$ cat config.mk
export PLATFORM = sky130hd
export DESIGN_NAME = pipemem_access
export DESIGN_NICKNAME = d
export VERILOG_FILES = /design/src/rtl/pipe_defs.sv /design/src/rtl/pipemem_align.sv /design/src/rtl/pipemem_access.sv
export SDC_FILE = /design/constraint.sdc
export NUM_CORES = 1
export LEC_CHECK = 0
export ABC_AREA = 1
export BUFFER_PORTS_ARGS = -buffer_cell sky130_fd_sc_hd__buf_2
export CORE_MARGIN = 2
export CORE_UTILIZATION = 40
export CTS_CLUSTER_SIZE = 30
export DETAILED_ROUTE_END_ITERATION = 12
export GPL_TIMING_DRIVEN = 0
export PLACE_DENSITY = 0.68
export SLEW_MARGIN = 0
export SYNTH_ARGS = -nofsm -noshare
export SYNTH_HDL_FRONTEND = slang
export SYNTH_SLANG_ARGS = --single-unit
$ cat constraint.sdc
create_clock -name clk -period 1.4 [get_ports clk]
set_input_delay 0.28 -clock clk [delete_from_list [all_inputs] [get_ports clk]]
set_output_delay 0.28 -clock clk [all_outputs]
set_load 0.05 [all_outputs]
$ cat src/rtl/pipe_defs.sv
// Shared definitions for the MEM-stage access unit: access size codes and
// the MEM FSM states.
package pipe_defs;

  // Access size codes carried on msize; 2'b11 is reserved and behaves as a word.
  localparam logic [1:0] SZ_BYTE = 2'b00;
  localparam logic [1:0] SZ_HALF = 2'b01;
  localparam logic [1:0] SZ_WORD = 2'b10;

  typedef enum logic [1:0] {
    ST_IDLE = 2'b00,
    ST_BUSY = 2'b01,
    ST_DONE = 2'b10
  } mem_state_e;

endpackage

$ cat src/rtl/pipemem_align.sv
// Lane steering for the MEM stage: byte enables and replicated store data,
// plus load-data extraction with sign/zero extension. Purely combinational.
module pipemem_align
  import pipe_defs::*;
(
  input  logic [1:0]  st_size,
  input  logic [1:0]  st_off,
  input  logic [31:0] st_data,
  output logic [3:0]  st_be,
  output logic [31:0] st_wdata,
  input  logic [1:0]  ld_size,
  input  logic [1:0]  ld_off,
  input  logic        ld_sext,
  input  logic [31:0] ld_raw,
  output logic [31:0] ld_data
);

  logic [7:0]  ld_byte;
  logic [15:0] ld_half;

  // Store side: select active lanes and replicate data across all lanes.
  always_comb begin
    st_be    = 4'b1111;
    st_wdata = st_data;
    case (st_size)
      SZ_BYTE: begin
        st_be    = 4'b0001 << st_off;
        st_wdata = {4{st_data[7:0]}};
      end
      SZ_HALF: begin
        st_be    = st_off[1] ? 4'b1100 : 4'b0011;
        st_wdata = {2{st_data[15:0]}};
      end
      default: begin
        st_be    = 4'b1111;
        st_wdata = st_data;
      end
    endcase
  end

  // Load side: pick the addressed lane(s) and extend to 32 bits.
  always_comb begin
    ld_byte = ld_raw[8*ld_off +: 8];
    ld_half = ld_raw[16*ld_off[1] +: 16];
    ld_data = ld_raw;
    case (ld_size)
      SZ_BYTE: ld_data = {{24{ld_sext & ld_byte[7]}}, ld_byte};
      SZ_HALF: ld_data = {{16{ld_sext & ld_half[15]}}, ld_half};
      default: ld_data = ld_raw;
    endcase
  end

endmodule

$ cat src/rtl/pipemem_access.sv
// MEM-stage access unit: drives a req/ack data-memory bus, stalls the
// pipeline while an access is outstanding, flags misaligned accesses.
// Optional build macro PIPEMEM_TIMEOUT_EN adds a BUSY-cycle abort limit
// (TIMEOUT) reported on mbuserr; without it mbuserr is tied low.
module pipemem_access
  import pipe_defs::*;
#(
  parameter int unsigned TIMEOUT = 255
) (
  input  logic        clk,
  input  logic        clrn,
  input  logic        mwreg,
  input  logic        mm2reg,
  input  logic        mwmem,
  input  logic [31:0] malu,
  input  logic [31:0] mb,
  input  logic [4:0]  mrn,
  input  logic [1:0]  msize,
  input  logic        msext,
  output logic        dreq,
  output logic        dwe,
  output logic [31:0] daddr,
  output logic [3:0]  dbe,
  output logic [31:0] dwdata,
  input  logic [31:0] drdata,
  input  logic        dack,
  output logic [31:0] mmo,
  output logic        mstall,
  output logic        mexc,
  output logic        mwreg_o,
  output logic [4:0]  mrn_o,
  output logic        mbuserr
);

  mem_state_e  state_q, state_d;
  logic        access, misaligned, start;
  logic [31:0] addr_q;
  logic [1:0]  size_q;
  logic        sext_q;
  logic        dwe_q;
  logic [3:0]  dbe_q;
  logic [31:0] dwdata_q;
  logic [31:0] mmo_q;
  logic [3:0]  st_be;
  logic [31:0] st_wdata;
  logic [31:0] ld_data;

`ifdef PIPEMEM_TIMEOUT_EN
  localparam int unsigned CNT_W = (TIMEOUT > 255) ? $clog2(TIMEOUT + 1) : 8;
  logic [CNT_W-1:0] cnt_q;
  logic             abort;
  logic             buserr_q;

  // Limit reached without an acknowledge; a same-cycle dack takes priority.
  assign abort   = (cnt_q == CNT_W'(TIMEOUT - 1)) && !dack;
  assign mbuserr = buserr_q;
`else
  logic [31:0] unused_timeout;
  assign unused_timeout = 32'(TIMEOUT);
  assign mbuserr        = 1'b0;
`endif

  assign access     = mm2reg | mwmem;
  assign misaligned = ((msize == SZ_HALF) & malu[0]) | (msize[1] & (|malu[1:0]));

  assign dreq    = (state_q == ST_BUSY);
  assign dwe     = dwe_q;
  assign daddr   = {addr_q[31:2], 2'b00};
  assign dbe     = dbe_q;
  assign dwdata  = dwdata_q;
  assign mmo     = mmo_q;
  assign mrn_o   = mrn;
  assign mwreg_o = mwreg & ~mexc;

  pipemem_align u_align (
    .st_size  (msize),
    .st_off   (malu[1:0]),
    .st_data  (mb),
    .st_be    (st_be),
    .st_wdata (st_wdata),
    .ld_size  (size_q),
    .ld_off   (addr_q[1:0]),
    .ld_sext  (sext_q),
    .ld_raw   (drdata),
    .ld_data  (ld_data)
  );

  // FSM state register.
  always_ff @(posedge clk or negedge clrn) begin
    if (!clrn) state_q <= ST_IDLE;
    else       state_q <= state_d;
  end

  // Next-state, stall and misalignment decode.
  always_comb begin
    state_d = state_q;
    mstall  = 1'b0;
    mexc    = 1'b0;
    start   = 1'b0;
    case (state_q)
      ST_IDLE: begin
        if (access) begin
          if (misaligned) begin
            mexc = 1'b1;
          end else begin
            mstall  = 1'b1;
            start   = 1'b1;
            state_d = ST_BUSY;
          end
        end
      end
      ST_BUSY: begin
        mstall = 1'b1;
        if (dack) state_d = ST_DONE;
`ifdef PIPEMEM_TIMEOUT_EN
        else if (abort) state_d = ST_DONE;
`endif
      end
      ST_DONE: state_d = ST_IDLE;
      default: state_d = ST_IDLE;
    endcase
  end

  // Request latch on BUSY entry and load-result capture on completion.
  always_ff @(posedge clk or negedge clrn) begin
    if (!clrn) begin
      addr_q   <= '0;
      size_q   <= '0;
      sext_q   <= 1'b0;
      dwe_q    <= 1'b0;
      dbe_q    <= '0;
      dwdata_q <= '0;
      mmo_q    <= '0;
`ifdef PIPEMEM_TIMEOUT_EN
      cnt_q    <= '0;
      buserr_q <= 1'b0;
`endif
    end else begin
`ifdef PIPEMEM_TIMEOUT_EN
      buserr_q <= 1'b0;
`endif
      if (start) begin
        addr_q   <= malu;
        size_q   <= msize;
        sext_q   <= msext;
        dwe_q    <= mwmem;
        dbe_q    <= st_be;
        dwdata_q <= st_wdata;
`ifdef PIPEMEM_TIMEOUT_EN
        cnt_q    <= '0;
`endif
      end else if (state_q == ST_BUSY) begin
        if (dack) begin
          if (!dwe_q) mmo_q <= ld_data;
        end
`ifdef PIPEMEM_TIMEOUT_EN
        else if (abort) begin
          mmo_q    <= '0;
          buserr_q <= 1'b1;
        end else begin
          cnt_q <= cnt_q + CNT_W'(1);
        end
`endif
      end
    end
  end

endmodule
==> results.sh, run 1 <==
export IMPL_status="complete, but fails checks"
export IMPL_violations="setup timing"
export IMPL_path_buf_inv=4
export IMPL_path_delay_family="buffers and inverters"
export IMPL_synth_main_ff_cell="dfrtp_1"
export IMPL_place_gp_congestion=0.881
export IMPL_crit_start="state_q[1]$_DFFE_PN0P_"
export IMPL_fill_cells=1359
export IMPL_setup_tns_ns=-0.636
export IMPL_antenna_found_initial=0
export IMPL_gr_total_overflow=0
export IMPL_hold_path_class="in -> reg"
export IMPL_slew_viol_final=0
export IMPL_fin_crit_ns=1.64
export IMPL_grt_usage_pct=21.8
export IMPL_fmax_mhz=611
export IMPL_final_cell_mix="279 x nand2_1, 211 x buf_2, 104 x dfrtp_1"
export IMPL_cts_htree_levels=3
export IMPL_rr_startpoint="size_q[0]$_DFFE_PN0P_"
export IMPL_worst_pin_slew_ns=0.623
export IMPL_grt_pass1_vias=5012
export IMPL_ys_ff_latch=106
export IMPL_clock_skew_ns=0.00707
export IMPL_ys_warn_count=0
export IMPL_dpl_hpwl_um=11600
export IMPL_avgSynthCellArea_um2=7.91
export IMPL_place_ws_ns=-0.332
export IMPL_clock_latency_ns=0.35
export IMPL_max_stage_delay_ns=0.39
export IMPL_dp_cells=1077
export IMPL_viasPerCell=4.67
export IMPL_initial_core_util_pct=41.0
export IMPL_tritoncts="built"
export IMPL_die_area_mm2=0.0145
export IMPL_yosysSeqAreaShare_pct=48.8
export IMPL_ir_worst_vdd_mv=1.39
export IMPL_portBuffers=211
export IMPL_synthArstFlopShare_pct=100
export IMPL_synth_cell_types=29
export IMPL_numCtsBuffers=9
export IMPL_path_clk_slew_ns=0.08
export IMPL_dieHeight_um=121
export IMPL_hold_violations=0
export IMPL_ant_nets=0
export IMPL_fin_util_pct=56.2
export IMPL_pin_count=221
export IMPL_layout_setup_ws_ns=-0.237
export IMPL_finalSetupViolations=4
export IMPL_nNetsFinal=1042
export IMPL_p_total_mw=18.9
export IMPL_diodes=0
export IMPL_crit_path_max_fanout=3
export IMPL_min_from="malu[21]"
export IMPL_rows=42
export IMPL_period_share_pct=117
export IMPL_crit_type="reg -> out"
export IMPL_rsz0062_at_grt="true"
export IMPL_final_common_cell="nand2_1"
export IMPL_cts_root_buffer="clkbuf_16"
export IMPL_maxCapViolCount=0
export IMPL_num_vias=5197
export IMPL_crit_path_end_kind="output port"
export IMPL_worstPathArrival_ns=1.36
export IMPL_drive_gt1_share_pct=41.8
export IMPL_coreArea_mm2=0.0132
export IMPL_grt_max_degree=65
export IMPL_instances_no_fill=1113
export IMPL_wl_per_cell_um=14.1
export IMPL_slowest_stage="dfrtp_1"
export IMPL_totalWireLength_um=15700
export IMPL_drt_iter0_markers=235
export IMPL_crit_path_start_kind="flip-flop"
export IMPL_synthCells=687
export IMPL_die_x_um=121
export IMPL_p_leak_nw=4.22
export IMPL_firstDrtPassIters=4
export IMPL_powerDensity_mw_per_mm2=2540
export IMPL_slew_headroom_pct=58.5
export IMPL_clockBufferDepth=2
export IMPL_syn_to_final_growth_pct=36.9
export IMPL_synth_edf_count=0
export IMPL_clock_sinks=106
export IMPL_crit_required_ns=1.12
export IMPL_syn_cell_area_mm2=0.00543
export IMPL_drc=0
export IMPL_grt_pass1_wl_um=24700
export IMPL_path_cells="inv_2, nand3_4, inv_2, nand2_4, buf_8, nand2_4, buf_8"
cells by family (layout without fill, tap and decap cells):
| family | count (synthesis) | in the layout | share of synthesized area, % |
|---|---|---|---|
| buffers and inverters | 115 | 362 | 12.0 |
| AO/OA/AOI/OAI | 117 | 117 | 12.8 |
| other | 1 | 3 | 0.0690 |
| AND/OR/NAND/NOR | 348 | 349 | 26.3 |
| flip-flops | 106 | 106 | 48.8 |
final timing paths:
kind	slack (ns)	cells past startpoint	endpoint
min	0.13	3	addr_q[21]$_DFFE_PN0P_
min in group asynchronous	0.46	2	mmo[25]$_DFFE_PN0P_
min reg2reg	0.47	2	addr_q[7]$_DFFE_PN0P_
max	-0.24	7	mstall
max reg2reg	0.03	8	mmo[22]$_DFFE_PN0P_
max in group asynchronous	0.23	3	addr_q[1]$_DFFE_PN0P_
cell usage after synthesis, types with 10 or more instances:
| master | instances | area share [%] |
|---|---|---|
| nor2_1 | 21 | 1.5 |
| o21ai_2 | 12 | 1.9 |
| buf_4 | 42 | 5.8 |
| dfrtp_1 | 106 | 49 |
| nand3_1 | 16 | 1.5 |
| o21ai_0 | 37 | 3.4 |
| a21oi_1 | 45 | 4.1 |
| inv_1 | 41 | 2.8 |
| buf_2 | 15 | 1.4 |
| a21oi_2 | 10 | 1.6 |
| or2_2 | 16 | 1.8 |
| nand2_1 | 286 | 20 |
final cells by class:
cell class              instances  area, µm²  share of cell area (%)
plain buffers                  71        546                    7.33
clock buffers                   9        225                    3.03
clock inverters                 7       67.6                   0.908
inverters                      44        170                    2.29
multi-input cells             469       2260                    30.4
flip-flops and latches        106       2660                    35.7
well taps                     176        220                    2.96
repair buffers                231       1290                    17.4
registers in the layout, summed over array words and instances, names as in the netlist:
register / flops
addr_q: 32
dwdata: 32
mmo: 32
dbe: 4
size_q: 2
state_q: 2
dwe: 1
sext_q: 1
routing by layer:
layer / routed length (µm) / global-route usage [%]
met3: 1210 / 6.18
met2: 7820 / 36.9
met4: 212 / 6.61
met1: 6500 / 26.9
met5: 0 / 0
tightest hold or removal path, stage by stage:
cell and delay [ns]:
buf_2 0.08, nand2_1 0.04, nand2_1 0.05
power breakdown:
group	switching [mW]	leakage, nW	internal [mW]
clock	1.25	0.141	1.26
combinational	7.94	2.78	3.25
sequential	0.771	1.30	4.41
total	9.96	4.22	8.92
what timing repair did:
action                                  4_1_cts  5_1_grt
cloned                                        0        2
endpoints found under the setup margin       38       77
setup buffers                                10        8
hold buffers                                  1        0
resized for setup                            19       61
hold endpoints to repair                     42        0
pin swaps                                     4        7
metrics by stage:
stage | area (µm²) | hold WS, ns
after floorplan | 5490 | -0.0156
after global placement | 6760 | 0.452
after detailed placement | 6790 | 0.312
after CTS | 7220 | 0.112
after global routing | 7440 | 0.116
final | 7440 | 0.126
No activity file was read; power rests on OpenSTA's default activity.
==> run 2, diff against run 1 <==
clock period = 2 ns   (was 1.4 ns; I/O delays follow)
==> run 2 against run 1 <==
Against the previous run: the run now ends clean; clock power fell by 22%; highest routed layer unchanged; sequential share of layout area rose by 1.6 points; total power fell by 32%; non-clock buffer count fell by 19; first-iteration DRC count rose by 24%; cell count fell by 1.6%; die area did not move; largest power group unchanged; combinational power fell by 34%; register-to-register slack improved by 0.39 ns; sequential cell count did not move; sequential power fell by 31%.
==> results.sh, run 2 (synthesis gave the netlist of run 1 again) <==
export IMPL_instances_no_fill=1095
export IMPL_fin_util_pct=53.7
export IMPL_dieHeight_um=121
export IMPL_crit_path_max_fanout=4
export IMPL_ir_worst_vdd_mv=0.702
export IMPL_crit_path_start_kind="flip-flop"
export IMPL_grt_pass1_vias=4876
export IMPL_coreArea_mm2=0.0132
export IMPL_num_vias=5154
export IMPL_antenna_found_initial=1
export IMPL_fin_crit_ns=1.81
export IMPL_tritoncts="built"
export IMPL_crit_start="state_q[0]$_DFFE_PN0P_"
export IMPL_crit_type="reg -> out"
export IMPL_cts_hold_buf=0
export IMPL_die_area_mm2=0.0145
export IMPL_slowest_stage="dfrtp_1"
export IMPL_numCtsBuffers=9
export IMPL_status="finished clean"
export IMPL_clock_skew_ns=0.00659
export IMPL_final_cell_mix="286 x nand2_1, 223 x buf_2, 106 x dfrtp_1"
export IMPL_wl_per_cell_um=13.9
export IMPL_max_stage_delay_ns=0.38
export IMPL_final_common_cell="nand2_1"
export IMPL_path_clk_slew_ns=0.07
export IMPL_r2r_end="mmo[30]$_DFFE_PN0P_"
export IMPL_totalWireLength_um=15200
export IMPL_clock_latency_ns=0.35
export IMPL_grt_pass1_wl_um=24000
export IMPL_hold_path_class="in -> async"
export IMPL_slew_viol_final=0
export IMPL_dpl_hpwl_um=11600
export IMPL_place_area_mm2=0.00675
export IMPL_die_x_um=121
export IMPL_clock_sinks=106
export IMPL_drive_gt1_share_pct=37.4
export IMPL_powerDensity_mw_per_mm2=1820
export IMPL_grt_max_degree=61
export IMPL_initial_core_util_pct=41.0
export IMPL_worstRegToRegCells=7
export IMPL_ant_nets=0
export IMPL_worst_pin_slew_ns=0.651
export IMPL_clockBufferDepth=2
export IMPL_fmax_mhz=553
export IMPL_rsz0062_at_grt="false"
export IMPL_crit_top_cell="inv_1"
export IMPL_nNetsFinal=1022
export IMPL_hold_violations=0
export IMPL_rows=42
export IMPL_viasPerCell=4.71
export IMPL_drc=0
export IMPL_pin_count=221
export IMPL_crit_path_end_kind="output port"
export IMPL_design_area_mm2=0.00711
export IMPL_finalSetupViolations=0
export IMPL_rr_startpoint="state_q[1]$_DFFE_PN0P_"
export IMPL_p_total_mw=12.9
export IMPL_dp_cells=1077
export IMPL_cts_htree_levels=3
export IMPL_p_leak_nw=4.07
export IMPL_place_ws_ns=-0.0714
export IMPL_path_cells="inv_1, nand3_4, inv_1, nand2_4, nand2_1, buf_4"
export IMPL_layout_setup_ws_ns=0.190
export IMPL_maxCapViolCount=0
export IMPL_cts_root_buffer="clkbuf_16"
export IMPL_fill_cells=1349
export IMPL_place_gp_congestion=0.894
export IMPL_crit_required_ns=1.60
export IMPL_grt_usage_pct=21.1
export IMPL_firstDrtPassIters=5
export IMPL_r2r_slack_ns=0.42
export IMPL_drt_iter0_markers=292
export IMPL_syn_to_final_growth_pct=30.8
export IMPL_period_share_pct=90.5
export IMPL_gr_total_overflow=0
export IMPL_portBuffers=211
export IMPL_crit_end="mstall"
export IMPL_worstPathArrival_ns=1.41
export IMPL_slew_headroom_pct=56.6
run 2: stage by stage:
| stage | setup TNS (ns) | hold slack [ns] |
|---|---|---|
| 3_3_place_gp | -77.84 | 0.451 |
| 2_1_floorplan | 0 | 0.104 |
| 5_1_grt | 0 | 0.102 |
| 3_5_place_dp | -0.0714 | 0.455 |
| 6_report | 0 | 0.0606 |
| 4_1_cts | 0 | 0.0818 |
run 2: report_power, final:
part	switching (mW)	internal (mW)
Clock	0.822	1.14
Sequential	0.508	3.09
Combinational	5.39	1.97
run 2: worst max-delay path, delay by kind of cell (launching register included):
family / cells / cell delay, ns
simple gates: 3 / 0.25
buf+inv: 3 / 0.43
flops: 1 / 0.38
run 2: final cells by class:
class                   instances  area, µm²  share of cell area, %
inverters                      44        165                   2.32
plain buffers                  70        480                   6.76
multi-input cells             468       2160                   30.4
flip-flops and latches        106       2650                   37.3
diodes                          2       5.00                 0.0704
clock buffers                  11        243                   3.42
clock inverters                 5       85.1                   1.20
repair buffers                213       1100                   15.4
well taps                     176        220                   3.10
run 2: what timing repair did:
item	4_1_cts	5_1_grt
setup buffers	0	1
pin swaps	0	1
endpoints found under the setup margin	2	1
gates resized for setup	4	0
hold endpoints to repair	0	0
run 2: worst min-delay path by stage:
stage	endpoint	cells after the start	start
after CTS	mmo[24]$_DFFE_PN0P_	1	clrn
after global placement	dbe[0]$_DFFE_PN0P_	2	dbe[0]$_DFFE_PN0P_
after floorplan	addr_q[0]$_DFFE_PN0P_	0	clrn
after global routing	mmo[28]$_DFFE_PN0P_	1	clrn
after detailed placement	mmo[24]$_DFFE_PN0P_	1	clrn
final	mmo[24]$_DFFE_PN0P_	1	clrn
run 2: layer usage:
metal,track usage (%),wire length (µm)
met1,27.4,6500
met2,33.5,7110
met3,6.60,1310
met4,6.90,299
met5,0,0
==> run 3, diff against run 2 <==
CORE_UTILIZATION = 35   (was 40)
PLACE_DENSITY = unset   (was 0.68)
==> run 3 against run 2 <==
Against the previous run: clock skew grew 0.0021 ns; clock power decreased by 9%; register-to-register slack lost 0.09 ns; routed wire length grew 2.9%; cell count rose by 1.1%; core utilization fell by 7.0 points; global-route usage is 1.6 points lower; die area is 14% higher; non-clock buffer count is 1 higher; sequential share of layout area increased by 0.072 points; final area is 0.19% lower.
==> results.sh, run 3 (synthesis gave the netlist of run 1 again) <==
export IMPL_status="finished clean"
export IMPL_grt_max_degree=56
export IMPL_place_area_mm2=0.00677
export IMPL_comb_power_share_pct=57.7
export IMPL_portBuffers=211
export IMPL_place_ws_ns=-0.0502
export IMPL_crit_path_max_fanout=7
export IMPL_nNetsFinal=1023
export IMPL_crit_path_start_kind="flip-flop"
export IMPL_dieHeight_um=129
export IMPL_ir_worst_vdd_mv=1.08
export IMPL_fin_util_pct=46.7
export IMPL_numCtsBuffers=9
export IMPL_grt_pass1_vias=4877
export IMPL_hold_path_class="in -> async"
export IMPL_finalSetupViolations=0
export IMPL_crit_path_end_kind="output port"
export IMPL_powerDensity_mw_per_mm2=1800
export IMPL_drt_iter0_markers=226
export IMPL_coreArea_mm2=0.0152
export IMPL_die_area_mm2=0.0165
export IMPL_final_cell_mix="286 x nand2_1, 223 x buf_2, 106 x dfrtp_1"
export IMPL_firstDrtPassIters=4
export IMPL_slew_viol_final=0
export IMPL_tritoncts="built"
export IMPL_crit_top_cell="inv_1"
export IMPL_crit_required_ns=1.60
export IMPL_clkPwrFrac_pct=14.1
export IMPL_cts_htree_levels=3
export IMPL_gr_total_overflow=0
export IMPL_final_common_cell="nand2_1"
export IMPL_hold_worst_slack_ns=0.0869
export IMPL_worst_pin_slew_ns=0.707
export IMPL_ant_nets=0
export IMPL_pwr_share_seq_pct=28.2
export IMPL_antenna_found_initial=0
export IMPL_clock_latency_ns=0.36
export IMPL_initial_core_util_pct=35.7
export IMPL_path_delay_family="buffers and inverters"
export IMPL_p_sw_share_pct=53.4
export IMPL_drive_gt1_share_pct=37.6
export IMPL_worstPathArrival_ns=1.43
export IMPL_place_gp_congestion=0.819
export IMPL_p_leak_nw=4.06
export IMPL_maxCapViolCount=0
export IMPL_crit_type="reg -> out"
export IMPL_rr_startpoint="state_q[1]$_DFFE_PN0P_"
export IMPL_rows=45
export IMPL_slew_headroom_pct=52.9
export IMPL_wl_per_cell_um=14.1
export IMPL_cts_hold_buf=0
export IMPL_clockBufferDepth=2
export IMPL_grt_pass1_wl_um=24900
export IMPL_rsz0062_at_grt="false"
export IMPL_r2r_end="mmo[20]$_DFFE_PN0P_"
export IMPL_num_vias=5049
export IMPL_power_switching_mw=6.80
export IMPL_grt_usage_pct=19.5
export IMPL_clock_skew_ns=0.00865
export IMPL_syn_to_final_growth_pct=30.5
export IMPL_dpl_hpwl_um=12000
export IMPL_design_area_mm2=0.00709
export IMPL_hold_violations=0
export IMPL_drc=0
export IMPL_viasPerCell=4.56
export IMPL_layout_setup_ws_ns=0.168
export IMPL_clock_sinks=106
export IMPL_path_buf_inv=3
export IMPL_fin_crit_ns=1.83
export IMPL_die_x_um=129
export IMPL_pin_count=221
export IMPL_slowest_stage="dfrtp_1"
export IMPL_max_stage_delay_ns=0.38
export IMPL_worstRegToRegCells=7
export IMPL_path_cells="inv_1, nand3_4, inv_1, nand2_4, nand2_1, buf_4"
export IMPL_cts_root_buffer="clkbuf_16"
export IMPL_totalWireLength_um=15700
export IMPL_p_int_mw=5.95
export IMPL_period_share_pct=91.6
export IMPL_path_clk_slew_ns=0.08
export IMPL_fmax_mhz=546
export IMPL_r2r_slack_ns=0.33
[run 3: per-layer routing]
metal,GRT usage (%),share of wire [%],vias to the layer above
li1,-,-,2564
met1,25.2,43,2285
met2,31.6,47,179
met3,6.07,8.0,21
met4,5.69,1.6,0
met5,0,0,-
[run 3: worst max path at each step]
stage | startpoint | endpoint | slack (ns) | cells after the start
finish | state_q[0]$_DFFE_PN0P_ | mstall | 0.17 | 6
global route | state_q[1]$_DFFE_PN0P_ | mstall | 0.06 | 6
CTS | state_q[1]$_DFFE_PN0P_ | mstall | 0.05 | 6
detailed placement | mwmem | mstall | -0.05 | 9
global placement | clrn | addr_q[28]$_DFFE_PN0P_ | -0.77 | 1
floorplan | msize[1] | mwreg_o | 0.00001 | 6
[run 3: power by group through the flow]
stage / Sequential [mW] / Combinational, mW / Clock (mW)
finish: 3.60 / 7.35 / 1.79
CTS: 3.61 / 7.41 / 1.85
floorplan: 5.80 / 3.48 / 0
global route: 3.73 / 7.92 / 1.95
global placement: 3.62 / 7.34 / 0
detailed placement: 3.63 / 7.39 / 0
[run 3: cell type report]
type / count / area (µm²)
diodes: 1 / 2.50
flip-flops and latches: 106 / 2650
inverters: 44 / 165
multi-input cells: 468 / 2160
repair buffers: 214 / 1100
well taps: 188 / 235
clock inverters: 7 / 68.8
plain buffers: 70 / 480
clock buffers: 9 / 225
fillers: 1598 / 8110
[run 3: timing repair]
item / in CTS / in global routing
endpoints found under the setup margin: 2 / 1
setup buffers: 0 / 2
gates resized for setup: 4 / 0
pin swaps: 0 / 1
[run 3: worst reg2reg max path, delay by kind of cell (launching register included)]
family                 cells  cell delay (ns)
buffers and inverters      4             0.64
AND/OR/NAND/NOR            2             0.44
AO/OA/AOI/OAI              1             0.14
flip-flops                 1             0.38
[run 3: through the flow]
step	instances	power [mW]	setup TNS (ns)
floorplan	689	9.28	0
detailed placement	1089	11.0	-0.0502
global placement	1088	11.0	-80.95
CTS	1104	12.9	0
global route	1106	13.6	0
finish	1107	12.7	0
